--- src/rtl/seq_alu_pkg.sv ---
// seq_alu_pkg: opcode and FSM state enums plus status-flag bit positions
// shared by the sequential ALU and its add/sub datapath.
// Pure type/constant definitions; no logic.
package seq_alu_pkg;

  typedef enum logic [3:0] {
    OP_ADD = 4'd0,
    OP_ADC = 4'd1,
    OP_SUB = 4'd2,
    OP_SBC = 4'd3,
    OP_SHL = 4'd4,
    OP_SHR = 4'd5,
    OP_ROL = 4'd6,
    OP_ROR = 4'd7,
    OP_MUL = 4'd8
  } op_t;

  typedef enum logic [1:0] {
    IDLE = 2'd0,
    RUN  = 2'd1,
    DONE = 2'd2
  } state_t;

  // Bit positions inside the packed status register
  localparam int FLAG_Z = 0;
  localparam int FLAG_S = 1;
  localparam int FLAG_C = 2;
  localparam int FLAG_V = 3;

endpackage

--- src/rtl/seq_alu_addsub.sv ---
// seq_alu_addsub: combinational add/subtract at full or half width.
// Zero latency; purely combinational, no handshake.
// In half mode operands are masked to the low half and carry/ovf come from bit HALF-1.
module seq_alu_addsub
  import seq_alu_pkg::*;
#(
  parameter int WIDTH = 20
) (
  input  logic [WIDTH-1:0] x,
  input  logic [WIDTH-1:0] y,
  input  logic             cin,
  input  logic             sub,
  input  logic             mode,
  output logic [WIDTH-1:0] sum,
  output logic             carry,
  output logic             ovf
);

  localparam int HALF = WIDTH / 2;

  logic [WIDTH-1:0] mask;
  logic [WIDTH-1:0] xm;
  logic [WIDTH-1:0] ym;
  logic [WIDTH:0]   raw;
  logic             sx;
  logic             sy;
  logic             sr;

  // Masked add or subtract; for subtract the carry is the borrow (a < b + cin)
  always_comb begin
    mask  = mode ? {WIDTH{1'b1}} : {{(WIDTH-HALF){1'b0}}, {HALF{1'b1}}};
    xm    = x & mask;
    ym    = y & mask;
    if (sub) raw = {1'b0, xm} - {1'b0, ym} - {{WIDTH{1'b0}}, cin};
    else     raw = {1'b0, xm} + {1'b0, ym} + {{WIDTH{1'b0}}, cin};
    sum   = raw[WIDTH-1:0] & mask;
    carry = mode ? raw[WIDTH] : raw[HALF];
    sx    = mode ? xm[WIDTH-1]  : xm[HALF-1];
    sy    = mode ? ym[WIDTH-1]  : ym[HALF-1];
    sr    = mode ? sum[WIDTH-1] : sum[HALF-1];
    ovf   = sub ? ((sx != sy) && (sr != sx)) : ((sx == sy) && (sr != sx));
  end

endmodule

--- src/rtl/seq_alu.sv ---
// seq_alu: multi-cycle ALU (add/sub 1 cycle, shift/rotate 1 bit per cycle, optional MUL via SEQ_ALU_MUL_EN).
// Latency: out_valid L+1 cycles after accept (L = 1, max(amt,1) or operating width for MUL).
// Backpressure: result held in DONE until out_ready; in_ready only in IDLE, no accept during DONE.
module seq_alu
  import seq_alu_pkg::*;
#(
  parameter int WIDTH   = 20,
  parameter int SHAMT_W = $clog2(WIDTH) + 1
) (
  input  logic             clk,
  input  logic             rst,
  input  logic             in_valid,
  output logic             in_ready,
  input  logic [3:0]       op,
  input  logic             mode,
  input  logic [WIDTH-1:0] a,
  input  logic [WIDTH-1:0] b,
  output logic             out_valid,
  input  logic             out_ready,
  output logic [WIDTH-1:0] result,
  output logic [WIDTH-1:0] result_hi,
  output logic             flag_zero,
  output logic             flag_sign,
  output logic             flag_carry,
  output logic             flag_ovf,
  output logic             err
);

  localparam int HALF = WIDTH / 2;

  function automatic logic [WIDTH-1:0] mask_of(input logic m);
    return m ? {WIDTH{1'b1}} : {{(WIDTH-HALF){1'b0}}, {HALF{1'b1}}};
  endfunction

  function automatic logic msb_of(input logic [WIDTH-1:0] v, input logic m);
    return m ? v[WIDTH-1] : v[HALF-1];
  endfunction

  function automatic logic [WIDTH-1:0] top_bit(input logic m);
    return m ? {1'b1, {(WIDTH-1){1'b0}}} : {{(WIDTH-HALF){1'b0}}, 1'b1, {(HALF-1){1'b0}}};
  endfunction

  state_t             state;
  logic [SHAMT_W-1:0] cnt;
  logic [3:0]         op_q;
  logic               mode_q;
  logic [WIDTH-1:0]   a_q;      // shift work register / multiplier low half
  logic [WIDTH-1:0]   b_q;
  logic               amt_zero_q;
  logic [3:0]         flags;

  // Accept-side decode: clamped shift amount and step count
  logic [SHAMT_W-1:0] wop_in;
  logic [SHAMT_W-1:0] amt_in;
  logic [SHAMT_W-1:0] len_in;

  // Compute the number of RUN steps for the incoming operation
  always_comb begin
    wop_in = mode ? SHAMT_W'(WIDTH) : SHAMT_W'(HALF);
    amt_in = (b[SHAMT_W-1:0] > wop_in) ? wop_in : b[SHAMT_W-1:0];
    case (op)
      OP_SHL, OP_SHR, OP_ROL, OP_ROR: len_in = (amt_in == '0) ? SHAMT_W'(1) : amt_in;
`ifdef SEQ_ALU_MUL_EN
      OP_MUL:                         len_in = wop_in;
`endif
      default:                        len_in = SHAMT_W'(1);
    endcase
  end

  // Shared adder: arithmetic ops, or the multiply accumulate step
  logic [WIDTH-1:0] as_x, as_y, as_sum;
  logic             as_cin, as_sub, as_carry, as_ovf;

`ifdef SEQ_ALU_MUL_EN
  logic [WIDTH-1:0] hi_q;
  logic [WIDTH-1:0] result_hi_q;
  logic [WIDTH-1:0] mul_lo_nxt;
  logic [WIDTH-1:0] mul_hi_nxt;
`endif

  // Select adder operands; MUL adds b into the high accumulator when the multiplier LSB is set
  always_comb begin
    as_x   = a_q;
    as_y   = b_q;
    as_sub = (op_q == OP_SUB) || (op_q == OP_SBC);
    as_cin = ((op_q == OP_ADC) || (op_q == OP_SBC)) ? flags[FLAG_C] : 1'b0;
`ifdef SEQ_ALU_MUL_EN
    if (op_q == OP_MUL) begin
      as_x   = hi_q;
      as_y   = a_q[0] ? b_q : '0;
      as_sub = 1'b0;
      as_cin = 1'b0;
    end
`endif
  end

  seq_alu_addsub #(.WIDTH(WIDTH)) u_addsub (
    .x     (as_x),
    .y     (as_y),
    .cin   (as_cin),
    .sub   (as_sub),
    .mode  (mode_q),
    .sum   (as_sum),
    .carry (as_carry),
    .ovf   (as_ovf)
  );

`ifdef SEQ_ALU_MUL_EN
  // Right-shift {carry, acc_hi, multiplier} by one bit at the operating width
  always_comb begin
    mul_hi_nxt = (as_sum >> 1) | (as_carry  ? top_bit(mode_q) : '0);
    mul_lo_nxt = (a_q >> 1)    | (as_sum[0] ? top_bit(mode_q) : '0);
  end
`endif

  // One shift/rotate step and the bit that falls out
  logic [WIDTH-1:0] sh_nxt;
  logic             sh_cout;

  always_comb begin
    sh_nxt  = a_q;
    sh_cout = 1'b0;
    case (op_q)
      OP_SHL: begin
        sh_cout = msb_of(a_q, mode_q);
        sh_nxt  = (a_q << 1) & mask_of(mode_q);
      end
      OP_SHR: begin
        sh_cout = a_q[0];
        sh_nxt  = a_q >> 1;
      end
      OP_ROL: begin
        sh_cout = msb_of(a_q, mode_q);
        sh_nxt  = ((a_q << 1) | {{(WIDTH-1){1'b0}}, msb_of(a_q, mode_q)}) & mask_of(mode_q);
      end
      OP_ROR: begin
        sh_cout = a_q[0];
        sh_nxt  = (a_q >> 1) | (a_q[0] ? top_bit(mode_q) : '0);
      end
      default: ;
    endcase
    if (amt_zero_q) begin
      sh_nxt  = a_q;
      sh_cout = 1'b0;
    end
  end

  // Final-step result, error and next status register
  logic [WIDTH-1:0] fin_res;
  logic [WIDTH-1:0] fin_hi;
  logic             fin_c, fin_v, fin_err;
  logic [3:0]       fin_flags;

  always_comb begin
    fin_res = '0;
    fin_hi  = '0;
    fin_c   = 1'b0;
    fin_v   = 1'b0;
    fin_err = 1'b0;
    case (op_q)
      OP_ADD, OP_ADC, OP_SUB, OP_SBC: begin
        fin_res = as_sum;
        fin_c   = as_carry;
        fin_v   = as_ovf;
      end
      OP_SHL, OP_SHR, OP_ROL, OP_ROR: begin
        fin_res = sh_nxt;
        fin_c   = sh_cout;
      end
`ifdef SEQ_ALU_MUL_EN
      OP_MUL: begin
        fin_res = mul_lo_nxt;
        fin_hi  = mul_hi_nxt;
        fin_c   = |mul_hi_nxt;
      end
`endif
      default: fin_err = 1'b1;
    endcase
    fin_flags = flags;
    if (!fin_err) begin
      fin_flags[FLAG_Z] = (fin_res == '0);
      fin_flags[FLAG_S] = msb_of(fin_res, mode_q);
      fin_flags[FLAG_C] = fin_c;
      fin_flags[FLAG_V] = fin_v;
    end
  end

  // Control FSM with registered handshake, result and status outputs
  always_ff @(posedge clk) begin
    if (rst) begin
      state      <= IDLE;
      cnt        <= '0;
      op_q       <= '0;
      mode_q     <= 1'b0;
      a_q        <= '0;
      b_q        <= '0;
      amt_zero_q <= 1'b0;
      in_ready   <= 1'b1;
      out_valid  <= 1'b0;
      result     <= '0;
      err        <= 1'b0;
      flags      <= '0;
`ifdef SEQ_ALU_MUL_EN
      hi_q        <= '0;
      result_hi_q <= '0;
`endif
    end else begin
      case (state)
        IDLE: begin
          if (in_valid && in_ready) begin
            op_q       <= op;
            mode_q     <= mode;
            a_q        <= a & mask_of(mode);
            b_q        <= b & mask_of(mode);
            amt_zero_q <= (amt_in == '0);
            cnt        <= len_in;
            in_ready   <= 1'b0;
            state      <= RUN;
`ifdef SEQ_ALU_MUL_EN
            hi_q       <= '0;
`endif
          end
        end
        RUN: begin
          cnt <= cnt - 1'b1;
`ifdef SEQ_ALU_MUL_EN
          if (op_q == OP_MUL) begin
            a_q  <= mul_lo_nxt;
            hi_q <= mul_hi_nxt;
          end else begin
            a_q  <= sh_nxt;
          end
`else
          a_q <= sh_nxt;
`endif
          if (cnt == SHAMT_W'(1)) begin
            state     <= DONE;
            out_valid <= 1'b1;
            result    <= fin_res;
            err       <= fin_err;
            flags     <= fin_flags;
`ifdef SEQ_ALU_MUL_EN
            result_hi_q <= fin_hi;
`endif
          end
        end
        DONE: begin
          if (out_ready) begin
            state     <= IDLE;
            out_valid <= 1'b0;
            in_ready  <= 1'b1;
          end
        end
        default: state <= IDLE;
      endcase
    end
  end

`ifdef SEQ_ALU_MUL_EN
  assign result_hi = result_hi_q;
`else
  assign result_hi = '0;
  logic unused_fin_hi;
  assign unused_fin_hi = |fin_hi;
`endif

  assign flag_zero  = flags[FLAG_Z];
  assign flag_sign  = flags[FLAG_S];
  assign flag_carry = flags[FLAG_C];
  assign flag_ovf   = flags[FLAG_V];

endmodule
--- config.mk ---
export PLATFORM = sky130hd
export DESIGN_NAME = seq_alu
export DESIGN_NICKNAME = d
export VERILOG_FILES = /design/src/rtl/seq_alu_pkg.sv /design/src/rtl/seq_alu_addsub.sv /design/src/rtl/seq_alu.sv
export SDC_FILE = /design/constraint.sdc
export NUM_CORES = 1
export LEC_CHECK = 0
export CAP_MARGIN = 10
export CORE_MARGIN = 5
export CORE_UTILIZATION = 60
export DETAILED_ROUTE_END_ITERATION = 7
export GPL_ROUTABILITY_DRIVEN = 0
export MAX_ROUTING_LAYER = met4
export PLACE_DENSITY = 0.86
export SLEW_MARGIN = 20
export SYNTH_ARGS = -nofsm -noshare
export SYNTH_HDL_FRONTEND = slang
export SYNTH_SLANG_ARGS = --single-unit
--- constraint.sdc ---
create_clock -name clk -period 8.6 [get_ports clk]
set_input_delay 1.29 -clock clk [delete_from_list [all_inputs] [get_ports clk]]
set_output_delay 1.29 -clock clk [all_outputs]
set_load 0.05 [all_outputs]
**Yosys cells after proc, flatten, opt, wreduce, memory -nomap -nowiden**

Cells that the tools add are included.

- Memory bits (writable): 0
- Logic and storage cells: 111
- Memories kept: 0
- Bits in registers: 81
- Bits in latches: 0
- Input bits: 49
- Bits in read-only memories: 0

- Equal/unequal tests: 20
- Div/mod/pow operators: 0
- Muxes and demuxes: 39
- Reductions and logical operators: 25
- $lt $le $gt $ge: 1
- Multipliers: 0
- Bitwise operators: 9
- Shift operators: 0
- $add $sub $neg: 5

Operator list:

| operator | count |
|---|---|
| AND 20 bit | 7 |
| 2-to-1 mux 20 bit | 6 |
| case mux 20 bit (2 select lines) | 2 |
| case mux 20 bit (4 select lines) | 1 |
| == test 4 x 3 -> 1 bit (second input constant) | 8 |
| 2-to-1 mux 6 bit | 4 |
| adder 20 x 20 -> 21 bit | 1 |
| adder 21 x 1 -> 21 bit | 1 |
| 2-to-1 mux 21 bit | 1 |
| subtractor 20 x 20 -> 21 bit | 1 |
| subtractor 21 x 1 -> 21 bit | 1 |
| zero test 20 bit | 1 |
| bitwise OR 19 x 20 -> 20 bit | 1 |
| bitwise OR 20 x 1 -> 20 bit | 1 |
| 2-to-1 mux 1 bit | 15 |
| case mux 6 bit (2 select lines) | 1 |
| AND reduction 3 bit | 4 |
| OR reduction 4 bit | 3 |
| == test 4 x 2 -> 1 bit (second input constant) | 2 |
| case mux 1 bit (2 select lines) | 4 |
| OR reduction 8 bit | 1 |
| == test 6 x 1 -> 1 bit (second input constant) | 1 |
| greater-than comparator 6 x 5 -> 1 bit | 1 |
| zero test 6 bit | 1 |
| 17 further kinds | 30 |

**Longest topological paths before layout**

Gate-level depths: netlist (run 1).

- Depth after elaboration: 11
- Mapped depth: 20
- Mapped depth without buffers: 18

**Hierarchy**

Synthesis (run 1) repeated with hierarchy kept, for this count alone.

- Cells, all modules: 982
- Area, all modules: 7221.9 sq um

By module, submodules not included:

| module | seq. area each (sq um) | instances | area each (sq um) | cells an instance |
|---|---|---|---|---|
| seq_alu | 1621.6 | 1 | 4377.9 | 577 |
| seq_alu_addsub | 0.0 | 1 | 2844.0 | 405 |

**Worst setup path before layout (run 1)**

OpenSTA, ideal clock, no wires.

- Kind: flip-flop to flip-flop
- Start: register op_q[0]
- End: register flags[0]
- Arrival: 4.154 ns
- Library setup time: 0.119 ns
- Path slack: 4.327 ns
- Cell stages (with the launch flop): 21
- Cell sequence: dfxtp_1 -> clkbuf_1 -> clkbuf_1 -> buf_1 -> nand3_1 -> inv_1 -> fa_1 -> inv_1 -> ha_1 -> nor2_1 -> fa_1 -> a21boi_0 -> o22ai_2 -> o221ai_1 -> a21oi_1 -> or4_1 -> nand3_1 -> nor4_1 -> and4b_1 -> nand4_1 -> o21ai_1

- Word-level cells in the longest chain between the ends: 8
- Elaborated cells between the ends (all ways): 23
- Classes of those cells: add/sub (2); eq/ne (7); mux (5); bitwise (1); reduce/logical (8)

Ends and longest elaborated chain:

| what | line | source |
|---|---|---|
| start, declared | seq_alu.sv:45 | `logic [3:0] op_q;` |
| start signal, assigned | seq_alu.sv:211 | `op_q <= op;` |
| == test 4 x 1 -> 1 bit / == test 4 x 2 -> 1 bit (equally long branches) | seq_alu.sv:86, seq_alu.sv:160, seq_alu.sv:85 |  |
| logical OR 1 bit | seq_alu.sv:86 | `as_cin = ((op_q == OP_ADC) \|\| (op_q == OP_SBC)) ? flags[FLAG_C] : 1'b0;` |
| 2-to-1 mux 1 bit | seq_alu.sv:86 |  |
| adder 21 x 1 -> 21 bit / subtractor 21 x 1 -> 21 bit (equally long branches) | seq_alu_addsub.sv:35, seq_alu_addsub.sv:34 |  |
| 2-to-1 mux 21 bit | seq_alu_addsub.sv:34 | `if (sub) raw = {1'b0, xm} - {1'b0, ym} - {{WIDTH{1'b0}}, cin};` |
| AND 20 bit | seq_alu_addsub.sv:36 | `sum = raw[WIDTH-1:0] & mask;` |
| case mux 20 bit (2 select lines) | seq_alu.sv:160 | `case (op_q)` |
| zero test 20 bit | seq_alu.sv:181 | `fin_flags[FLAG_Z] = (fin_res == '0);` |
| end signal, assigned | seq_alu.sv:241 | `flags <= fin_flags;` |
| end, declared | seq_alu.sv:50 | `logic [3:0] flags;` |

Several ways; a longest one is shown, not always the timed one.
A chain may end at the register's enable or synchronous reset.

**Worst setup path in the final report (run 1)**

- Start: register op_q[3]
- End: register flags[0]

Same word-level chain as after synthesis.

==> metrics.md, run 1 <==
| Metric | Value |
|---|---|
| Status | `finished, final reports clean` |
| Share of cells above drive strength 1 | `4.49%` |
| Vias per cell | `6.25` |
| H-tree depth | `3` |
| Routed wl met3 | `1660 um` |
| DP HPWL | `15200 um` |
| Fin Setup TNS | `0 ps` |
| Largest net degree at the start of global routing | `84` |
| WL per Instance | `18.2 um` |
| Syn_area_per_cell | `7.26 um2` |
| Crit path max-delay family | `compound AO/OA/AOI/OAI gates` |
| Diodes inserted | `0` |
| Fin crit share | `50.8%` |
| Drt total wl | `20900 um` |
| Slew Viols, Final | `0` |
| Wl on met1 | `8330 um` |
| IO Port Bufs | `75` |
| Bufs and invs on worst path | `2` |
| R2R depth | `18` |
| Async SR Flop Fraction | `0%` |
| Top cells by area, synth | `dfxtp_1 23%, ha_1 11%, a21oi_1 7.1%, nor2_1 6.2%, nand2_1 5.9%` |
| Total global routing track utilization | `30.1%` |
| Clock Path Buffers | `2` |
| Non-filler instance count after layout | `1146` |
| CP peak stage delay | `450 ps` |
| Setup Skew | `11.7 ps` |
| Leak Pwr | `3.31 nW` |
| Area share of the largest cell type after synthesis | `23.4%` |
| Hold depth | `2` |
| Initial antenna violation count | `0` |
| Crit end category | `flop` |
| Clk root buf | `clkbuf_16` |
| Row Count | `39` |
| Final Core Density | `69.8%` |
| Top FF cell, synth | `dfxtp_1` |
| Total grt overflow | `0` |
| Worst-path clk slew | `70 ps` |
| Chip height | `118 um` |
| Gates resized, CTS repair | `0` |
| CP arrival | `4650 ps` |
| Worst rel slew slack | `29.4%` |
| First-pass GRT wire length | `33600 um` |
| Vias in the first global route | `6730` |
| Distinct cells, synth | `75` |
| Fin. Hold Viols | `0` |
| Syn Inst Count | `956` |
| Die W | `118 um` |
| Post-route ant nets | `0` |
| IO Pins | `96` |
| DR top layer | `met4` |
| Top cells by count, synth | `115 x nor2_1, 109 x nand2_1, 99 x a21oi_1` |
| DR pass1 iterations | `7` |
| Crit path depth | `18` |
| #FFs+latches synth | `81` |
| Clock sinks | `81` |
| CTS buffer count | `9` |
| FMAX | `229 MHz` |
| Critical path required time | `8880 ps` |
| Final Hold Slack | `456 ps` |
| Max-cap violation count | `0` |
| Largest area contributor in the netlist | `dfxtp_1` |
| Placed Cells | `1130` |
| Initial DRC count | `825` |
| PwrDens | `167 nW/um2` |
| Clock latency at the later pin of the worst-skew pair | `360 ps` |
| Crit Path Max Fanout | `14` |
| Most common cell in the synthesized netlist | `nor2_1` |
| Netlist Area Pre-Place | `6940 um2` |
| Total power | `0.00132 W` |
| Die Footprint | `13800 um2` |
| Area growth from synthesis to layout | `14.4%` |
| Max stage delay cell, worst path | `dfxtp_1` |
| Unrepaired setup endpoints after global routing | `false` |
| Worst VDD drop | `181 uV` |
| Worst Tran Pin Value | `1060 ps` |
| CTS tree | `done` |
| Final setup viols | `0` |
| Ys Warns | `0` |
| Sequential share of the synthesized area | `23.4%` |
| Met2 wire length | `10100 um` |
| Minimum clock period | `4370 ps` |
| Core Region | `11400 um2` |
| Post-synth EDFFs | `0` |
| Initial Util | `61.0%` |
| Vias | `7162` |
| DRC violations left | `0` |
| Worst Hold Class | `flop to flop` |
| Crit Path Category | `flop to flop` |
| Setup Fix Bufs, Post-CTS | `0` |
| Startpoint Class | `flop` |
| Nets | `1114` |
| # hold bufs at CTS | `0` |
| Crit path cell chain | `nor2_1, nand3_1, inv_1, fa_1, inv_1, ha_1, nor2_1, fa_1, a21boi_0, o22ai_2, o221ai_1, a21oi_1, xor2_1, o221ai_1, nor3_1, and4b_1, nand4_1, o21ai_1` |
==> state kept, by name, indices dropped and copies added (netlist names), 2 cells and up <==
| name | cells |
|---|---|
| a_q | 20 |
| as_y | 20 |
| cnt | 6 |
| flags | 4 |
| op_q | 4 |
| result | 20 |
| state | 2 |
==> path summary, 6_finish.rpt <==
path,slack (ps),startpoint,end
max,4230,op_q[3],flags[0]
min,460,err,err
max reg2reg,4230,op_q[3],flags[0]
min reg2reg,460,err,err
==> through the flow <==
step,instance area (um2),setup WS (ps)
6_report,7930,4230
5_1_grt,7930,3860
4_1_cts,7930,4330
3_5_place_dp,7650,4350
3_3_place_gp,7650,4430
2_1_floorplan,7010,4330
==> worst reg2reg max path: cells and delay by family (launching register included) <==
kind | cells | cell delay [ps]
compound gates | 6 | 1330
xor+xnor | 1 | 150
fa+ha+maj | 3 | 990
buf+inv | 2 | 200
flops | 1 | 450
simple gates | 6 | 1180
==> cells by family after synthesis <==
kind of cell	synth area share (%)
DFF	23.4
AOI/OAI and AO/OA	25.0
and+or+nand+nor	23.2
buffers and inverters	9.20
muxes	2.67
other	0.0541
xor gates and xnor gates	4.04
adders and majority gates	12.5
==> area by class of cell <==
type                    instances  area, um2
flip-flops and latches         81       1620
fillers                       945       3440
clock buffers                   9        225
multi-input cells             745       4760
clock inverters                 7       52.6
repair buffers                 83        806
well taps                     143        179
inverters                      78        293
==> layout by cell type (no fill, tap or decap), types with 9 or more instances in the layout <==
cell type          n
a211oi_1          13
a21oi_1           99
a222oi_1          14
and2_1            11
clkbuf_16          9
clkdlybuf4s50_1   74
conb_1            20
dfxtp_1           81
ha_1              63
inv_1             78
mux2i_1           14
nand2_1          109
nand3_1           24
nor2_1           114
nor3_1            29
o21ai_0           35
xnor2_1           26
==> routing by layer <==
metal	track usage, %	vias up
met3	4.85	77
met5	-	-
met4	13.0	0
li1	-	3417
met2	50.5	356
met1	35.6	3312
==> power breakdown <==
part | switching [W] | internal (W)
Sequential | 0.0000318 | 0.000402
Clock | 0.000177 | 0.000198
Combinational | 0.000315 | 0.000200
Total | 0.000525 | 0.000800
No activity file was read; power rests on OpenSTA's default activity.
==> inputs of run 2 (changes only) <==
--- a/config.mk
+++ b/config.mk
@@ -7,11 +7,11 @@
 export LEC_CHECK = 0
 export CAP_MARGIN = 10
 export CORE_MARGIN = 5
-export CORE_UTILIZATION = 60
+export CORE_UTILIZATION = 51
 export DETAILED_ROUTE_END_ITERATION = 7
 export GPL_ROUTABILITY_DRIVEN = 0
 export MAX_ROUTING_LAYER = met4
-export PLACE_DENSITY = 0.86
+export PLACE_DENSITY = 0.78
 export SLEW_MARGIN = 20
 export SYNTH_ARGS = -nofsm -noshare
 export SYNTH_HDL_FRONTEND = slang
==> constraint.sdc (replaced) <==
create_clock -name clk -period 3.7 [get_ports clk]
set_input_delay 0.555 -clock clk [delete_from_list [all_inputs] [get_ports clk]]
set_output_delay 0.555 -clock clk [all_outputs]
set_load 0.05 [all_outputs]
==> run 2 against run 1 <==
Compared with the run above:
- clock power rose by 130%
- hold slack barely moved
- routed wire length rose by 6.6%
- die area rose by 16%
- design area rose by 5.4%
- sequential share of layout area fell by 0.97 points
- fmax rose by 23%
- via count rose by 2.5%
- first-iteration DRC count fell by 6.2%
- global-route usage fell by 2.6 points
- critical path depth fell by 1
- largest cell class unchanged
- largest power group unchanged
- highest routed layer unchanged
==> metrics.md, run 2 (synthesis results as in run 1) <==
| Metric | Value |
|---|---|
| Max-cap violation count | `0 (unchanged)` |
| IO Port Bufs | `75 (unchanged)` |
| Setup Skew | `8.64 ps (-3.03 ps)` |
| R2R depth | `17 (-1)` |
| Routed wl met3 | `1810 um (+9.1%)` |
| PwrDens | `383 nW/um2 (+130%)` |
| Crit path cell chain | `nor2_4, nand3_2, inv_2, fa_1, ha_2, nor2_1, fa_2, a21boi_4, nor2_1, xnor2_1, o22ai_1, a311o_1, nand3_1, nor4_2, and4b_1, nand4_1, o21ai_1` |
| Area of the multi-input gates | `4870 um2 (+2.4%)` |
| Crit Path Category | `flop to flop` |
| Clk root buf | `clkbuf_16` |
| Worst VDD drop | `260 uV (+43%)` |
| Final Hold Slack | `456 ps (+0.221 ps)` |
| Vias in the first global route | `6959 (+3.4%)` |
| Minimum clock period | `3540 ps (-831 ps)` |
| Leak Pwr | `3.49 nW (+5.2%)` |
| Vias | `7341 (+2.5%)` |
| Chip height | `127 um (+7.7%)` |
| Worst hold start | `err` |
| Unrepaired setup endpoints after global routing | `true` |
| Placed Cells | `1198 (+6.0%)` |
| Clock latency at the later pin of the worst-skew pair | `350 ps (about the same)` |
| Total grt overflow | `0 (unchanged)` |
| Crit end category | `flop` |
| Total global routing track utilization | `27.5% (-2.6 points)` |
| CP peak stage delay | `570 ps (+120 ps)` |
| Area growth from synthesis to layout | `20.5%` |
| Startpoint Class | `flop` |
| Non-filler instance count after layout | `1214 (+5.9%)` |
| IO Pins | `96 (unchanged)` |
| Reg-to-Reg End | `flags[0]` |
| Worst rel slew slack | `42.7% (+13 points)` |
| Status | `finished, final reports clean` |
| Post-route ant nets | `0 (unchanged)` |
| Flop2flop setup slack | `160 ps (-4070 ps)` |
| Critical path required time | `3990 ps (-4890 ps)` |
| Slew Viols, Final | `0 (unchanged)` |
| Commonest non-fill, non-tap cells in the layout | `114 x nor2_1, 108 x nand2_1, 98 x a21oi_1` |
| Most used cell, CP | `nor2_1` |
| Row Count | `42 (+7.7%)` |
| Share of cells above drive strength 1 | `9.73% (+5.2 points)` |
| Drt total wl | `22300 um (+6.6%)` |
| CTS tree | `done` |
| Max stage delay cell, worst path | `fa_1` |
| FMAX | `283 MHz (+23%)` |
| CP arrival | `3830 ps (-820 ps)` |
| Die W | `127 um (+7.7%)` |
| Initial Util | `52.2% (-8.8 points)` |
| Bufs and invs on worst path | `1 (-1)` |
| # hold bufs at CTS | `0 (unchanged)` |
| Clock sinks | `81 (unchanged)` |
| RR Startpoint | `op_q[3]` |
| Fin. Hold Viols | `0 (unchanged)` |
| Worst-path clk slew | `70 ps (about the same)` |
| Hold depth | `2 (unchanged)` |
| Clock Path Buffers | `2 (unchanged)` |
| Fin crit share | `95.6% (+45 points)` |
| Worst Hold Class | `flop to flop` |
| DR pass1 iterations | `6 (-1)` |
| Wl on met1 | `9020 um (+8.3%)` |
| Crit Path Max Fanout | `3 (-11)` |
| Final setup viols | `0 (unchanged)` |
| Die Footprint | `16000 um2 (+16%)` |
| Diodes inserted | `0 (unchanged)` |
| First-pass GRT wire length | `34800 um (+3.6%)` |
| Initial DRC count | `774 (-6.2%)` |
| Most common cell after layout, fill and taps aside | `nor2_1` |
| DR top layer | `met4` |
| Crit path max-delay family | `simple AND/OR/NAND/NOR gates` |
| DP HPWL | `16600 um (+9.8%)` |
| Core Region | `13300 um2 (+17%)` |
| Min-Delay Endpoint | `err` |
| Vias per cell | `6.05 (-3.2%)` |
| Sequential cell area | `1630 um2 (+0.39%)` |
| WL per Instance | `18.3 um (+0.59%)` |
| Setup Fix Bufs, Post-CTS | `0 (unchanged)` |
| Fillcell total | `1189 (+26%)` |
| Met2 wire length | `10200 um (+1.5%)` |
| Initial antenna violation count | `0 (unchanged)` |
| CTS buffer count | `9 (unchanged)` |
| H-tree depth | `3 (unchanged)` |
| Worst Tran Pin Value | `859 ps (-199 ps)` |
| DRC violations left | `0 (unchanged)` |
| Nets | `1149 (+3.1%)` |
| Largest net degree at the start of global routing | `83 (-1.2%)` |
==> run 2: changes by cell type in the layout (fill, tap and decap cells not counted), sizes merged <==
cell | previous run | this run
clkinvlp | 1 | 4
clkinv | 3 | 0
buf | 9 | 44
clkbuf | 9 | 11
inv | 81 | 79
==> run 2: repair_timing <==
| item | 4_1_cts | 5_1_grt |
|---|---|---|
| pin swaps | 0 | 12 |
| gates resized for setup | 1 | 27 |
| setup endpoints to repair | 1 | 6 |
==> run 2: final cells by class <==
cell class | count | share of cell area, %
multi-input cells | 745 | 58.2
clock inverters | 5 | 0.464
inverters | 78 | 3.50
well taps | 176 | 2.63
repair buffers | 118 | 12.8
clock buffers | 11 | 2.90
flip-flops and latches | 81 | 19.5
==> run 2: power by group <==
part           switching (W)  internal (W)
Clock               0.000400      0.000476
Sequential         0.0000606      0.000934
Combinational       0.000794      0.000535
Total                0.00125       0.00194
==> run 2: worst max-delay path by stage <==
stage / startpoint / endpoint / slack [ps] / cells past startpoint
after global routing: op_q[3] / flags[2] / -50 / 18
after global placement: op_q[2] / flags[0] / 90 / 17
after CTS: op_q[2] / flags[0] / 30 / 18
final: op_q[3] / flags[0] / 160 / 17
after detailed placement: op_q[2] / flags[0] / -20 / 18
after floorplan: op_q[0] / flags[0] / 4 / 20
==> run 2: worst reg2reg max path: stages, from the launching register on <==
cell and delay (ps):
dfxtp_2 350, nor2_4 50, nand3_2 70, inv_2 40, fa_1 570, ha_2 190
nor2_1 60, fa_2 390, a21boi_4 180, nor2_1 70, xnor2_1 120, o22ai_1 120
a311o_1 220, nand3_1 190, nor4_2 390, and4b_1 230, nand4_1 110, o21ai_1 130
==> run 2: metrics by stage <==
stage | cell area [um2] | worst slack (ps) | power [W] | TNS, ps | utilization, %
2_1_floorplan | 7030 | 3.64 | 0.00191 | 0 | -
3_3_place_gp | 7960 | 92.7 | 0.00223 | 0 | 59.9
3_5_place_dp | 7960 | -22.7 | 0.00225 | -22.7 | 59.9
4_1_cts | 8250 | 32.4 | 0.00313 | 0 | 62.0
5_1_grt | 8360 | -48.9 | 0.00336 | -68.5 | 62.9
6_report | 8360 | 162 | 0.00320 | 0 | 62.9
==> run 2: layer usage <==
layer  up-vias  track usage, %
met4         0            14.7
met3        81            4.25
li1       3490               -
met5         -               -
met2       380            44.0
met1      3390            33.3
==> inputs of run 3 (changes only) <==
--- a/config.mk
+++ b/config.mk
@@ -6,7 +6,7 @@
 export NUM_CORES = 1
 export LEC_CHECK = 0
 export CAP_MARGIN = 10
-export CORE_MARGIN = 5
+export CORE_MARGIN = 3
 export CORE_UTILIZATION = 51
 export DETAILED_ROUTE_END_ITERATION = 7
 export GPL_ROUTABILITY_DRIVEN = 0
@@ -16,3 +16,4 @@
 export SYNTH_ARGS = -nofsm -noshare
 export SYNTH_HDL_FRONTEND = slang
 export SYNTH_SLANG_ARGS = --single-unit
+export TNS_END_PERCENT = 30
==> run 3 against run 2 <==
Compared with the run above:
- combinational power hardly changed
- count of clock-buffer cells in the layout is 2 lower
- global-route usage is 2.0 points higher
- register-to-register slack worse by 50 ps
- routed wire length is 1.9% lower
- first-iteration DRC count is 8.7% higher
- total power is 1.0% higher
- sequential cell count stayed put
- largest power group unchanged
- highest routed layer unchanged
==> metrics.md, run 3 (synthesis results as in run 1) <==
| Metric | Value |
|---|---|
| DRC violations left | `0 (unchanged)` |
| Fin crit share | `97.1% (+1.5 points)` |
| Crit Path Max Fanout | `3 (unchanged)` |
| CP arrival | `3850 ps (+20 ps)` |
| Diodes inserted | `0 (unchanged)` |
| Initial antenna violation count | `0 (unchanged)` |
| Drt total wl | `21800 um (-1.9%)` |
| Final Cell Area | `8410 um2 (+0.66%)` |
| Final setup viols | `0 (unchanged)` |
| Reg-to-Reg End | `flags[3]` |
| Wl on met1 | `9260 um (+2.7%)` |
| Die Footprint | `15000 um2 (-6.2%)` |
| WL per Instance | `17.9 um (-2.3%)` |
| DP HPWL | `16500 um (-1.1%)` |
| Worst hold start | `result[7]` |
| Share of cells above drive strength 1 | `10.2% (+0.49 points)` |
| Total global routing track utilization | `29.5% (+2.0 points)` |
| IO Port Bufs | `75 (unchanged)` |
| Chip height | `123 um (-3.2%)` |
| Status | `finished, final reports clean` |
| # hold bufs at CTS | `0 (unchanged)` |
| Critical path required time | `3960 ps (-30 ps)` |
| Non-filler instance count after layout | `1219 (+0.41%)` |
| Worst Tran Pin Value | `857 ps (-1.82 ps)` |
| Row Count | `41 (-2.4%)` |
| Core Region | `13000 um2 (-2.4%)` |
| Vias per cell | `5.97 (-1.2%)` |
| Setup Skew | `9.51 ps (+0.873 ps)` |
| PwrDens | `384 nW/um2 (+0.38%)` |
| Total power | `0.00323 W (+1.0%)` |
| Die W | `123 um (-3.2%)` |
| Flop2flop setup slack | `110 ps (-50 ps)` |
| Crit end category | `flop` |
| H-tree depth | `3 (unchanged)` |
| Initial DRC count | `841 (+8.7%)` |
| Most common cell after layout, fill and taps aside | `nor2_1` |
| First-pass GRT wire length | `34300 um (-1.5%)` |
| Initial Util | `53.4% (+1.3 points)` |
| Placed Cells | `1202 (+0.33%)` |
| CTS tree | `done` |
| Startpoint Class | `flop` |
| Clock sinks | `81 (unchanged)` |
| Total grt overflow | `0 (unchanged)` |
| DR pass1 iterations | `7 (+1)` |
| R2R depth | `16 (-1)` |
| Vias | `7280 (-0.83%)` |
| Worst Hold Class | `flop to flop` |
| RR Startpoint | `op_q[3]` |
| Area after DPL | `8020 um2 (+0.69%)` |
| Clock latency at the later pin of the worst-skew pair | `360 ps (about the same)` |
| Nets | `1158 (+0.78%)` |
| Largest net degree at the start of global routing | `83 (unchanged)` |
| Leak Pwr | `3.54 nW (+1.6%)` |
| DR top layer | `met4` |
| CTS buffer count | `9 (unchanged)` |
| FMAX | `278 MHz (-1.5%)` |
| Hold depth | `2 (unchanged)` |
| Post-route ant nets | `0 (unchanged)` |
| Min-Delay Endpoint | `result[7]` |
| Vias in the first global route | `6729 (-3.3%)` |
| Met2 wire length | `10300 um (+0.92%)` |
| Area growth from synthesis to layout | `21.3%` |
| IO Pins | `96 (unchanged)` |
| Crit Path Category | `flop to flop` |
| Worst rel slew slack | `42.8% (+0.12 points)` |
| Clock Path Buffers | `2 (unchanged)` |
| Commonest non-fill, non-tap cells in the layout | `113 x nor2_1, 108 x nand2_1, 99 x a21oi_1` |
| Unrepaired setup endpoints after global routing | `true` |
| Worst-path clk slew | `70 ps (about the same)` |
| Max-cap violation count | `0 (unchanged)` |
| Fillcell total | `1160 (-2.4%)` |
| Minimum clock period | `3590 ps (+53.8 ps)` |
| Clk root buf | `clkbuf_16` |
| Routed wl met3 | `1490 um (-17%)` |
| Fin. Hold Viols | `0 (unchanged)` |
| Worst VDD drop | `304 uV (+17%)` |
| Slew Viols, Final | `0 (unchanged)` |
| Fin Setup TNS | `0 ps (unchanged)` |
run 3: changes by cell type in the layout (fill, tap and decap cells not counted), moves of 2 or more:
| cell | before | now |
|---|---|---|
| buf_4 | 43 | 52 |
| clkinvlp_4 | 4 | 2 |
| inv_6 | 1 | 3 |
| o221ai_1 | 5 | 7 |
| o221ai_2 | 2 | 0 |
run 3: what timing repair did:
action                     in CTS  in global routing
setup buffers                   0                  1
gates resized for setup         0                 22
setup endpoints to repair       0                  8
run 3: metrics by stage:
step           setup WS (ps)  utilization, %  hold WS (ps)
2_1_floorplan          -25.6               -           427
3_3_place_gp             115            61.8           441
3_5_place_dp            41.6            61.8           450
4_1_cts                 24.6            64.1           458
5_1_grt                -63.6            64.8           474
6_report                 108            64.8           457
run 3: critical path, stage by stage (launching register included):
cell and delay (ps):
dfxtp_2 330, nor2_4 110, nand3_2 90, buf_4 150, fa_1 400, ha_1 310, o21ai_0 90, buf_4 160
a2111oi_4 350, nor3_2 70, o31ai_2 260, mux2i_2 140, a211oi_1 320, nor3b_2 100, o32ai_1 320, nor2_1 90
o41ai_2 200
run 3: cell type report:
| type | count | area [um2] | area share [%] |
|---|---|---|---|
| sequential | 81 | 1630 | 19.3 |
| timing repair buffer | 127 | 1140 | 13.5 |
| clock buffer | 9 | 225 | 2.68 |
| inverter | 78 | 293 | 3.48 |
| clock inverter | 7 | 76.3 | 0.907 |
| multi-input combinational | 745 | 4840 | 57.6 |
| tap | 172 | 215 | 2.56 |
run 3: worst max-delay path by stage:
stage          endpoint    start  depth (start not counted)  slack (ps)
6_report       flags[3]  op_q[3]                         16         110
5_1_grt        flags[2]  op_q[3]                         18         -60
4_1_cts        flags[0]  op_q[2]                         18          20
3_5_place_dp   flags[0]  op_q[2]                         18          40
3_3_place_gp   flags[0]  op_q[2]                         17         120
2_1_floorplan  flags[3]   mode_q                         18         -30
run 3: routing by layer:
metal | track usage [%] | vias up
met5 | - | -
met2 | 48.9 | 363
met1 | 37.0 | 3338
met3 | 3.78 | 62
li1 | - | 3517
met4 | 10.8 | 0
run 3: where the power goes:
group          total [W]  internal (W)  switching (W)
combinational    0.00131      0.000530       0.000781
sequential      0.000993      0.000934      0.0000591
clock           0.000928      0.000529       0.000399
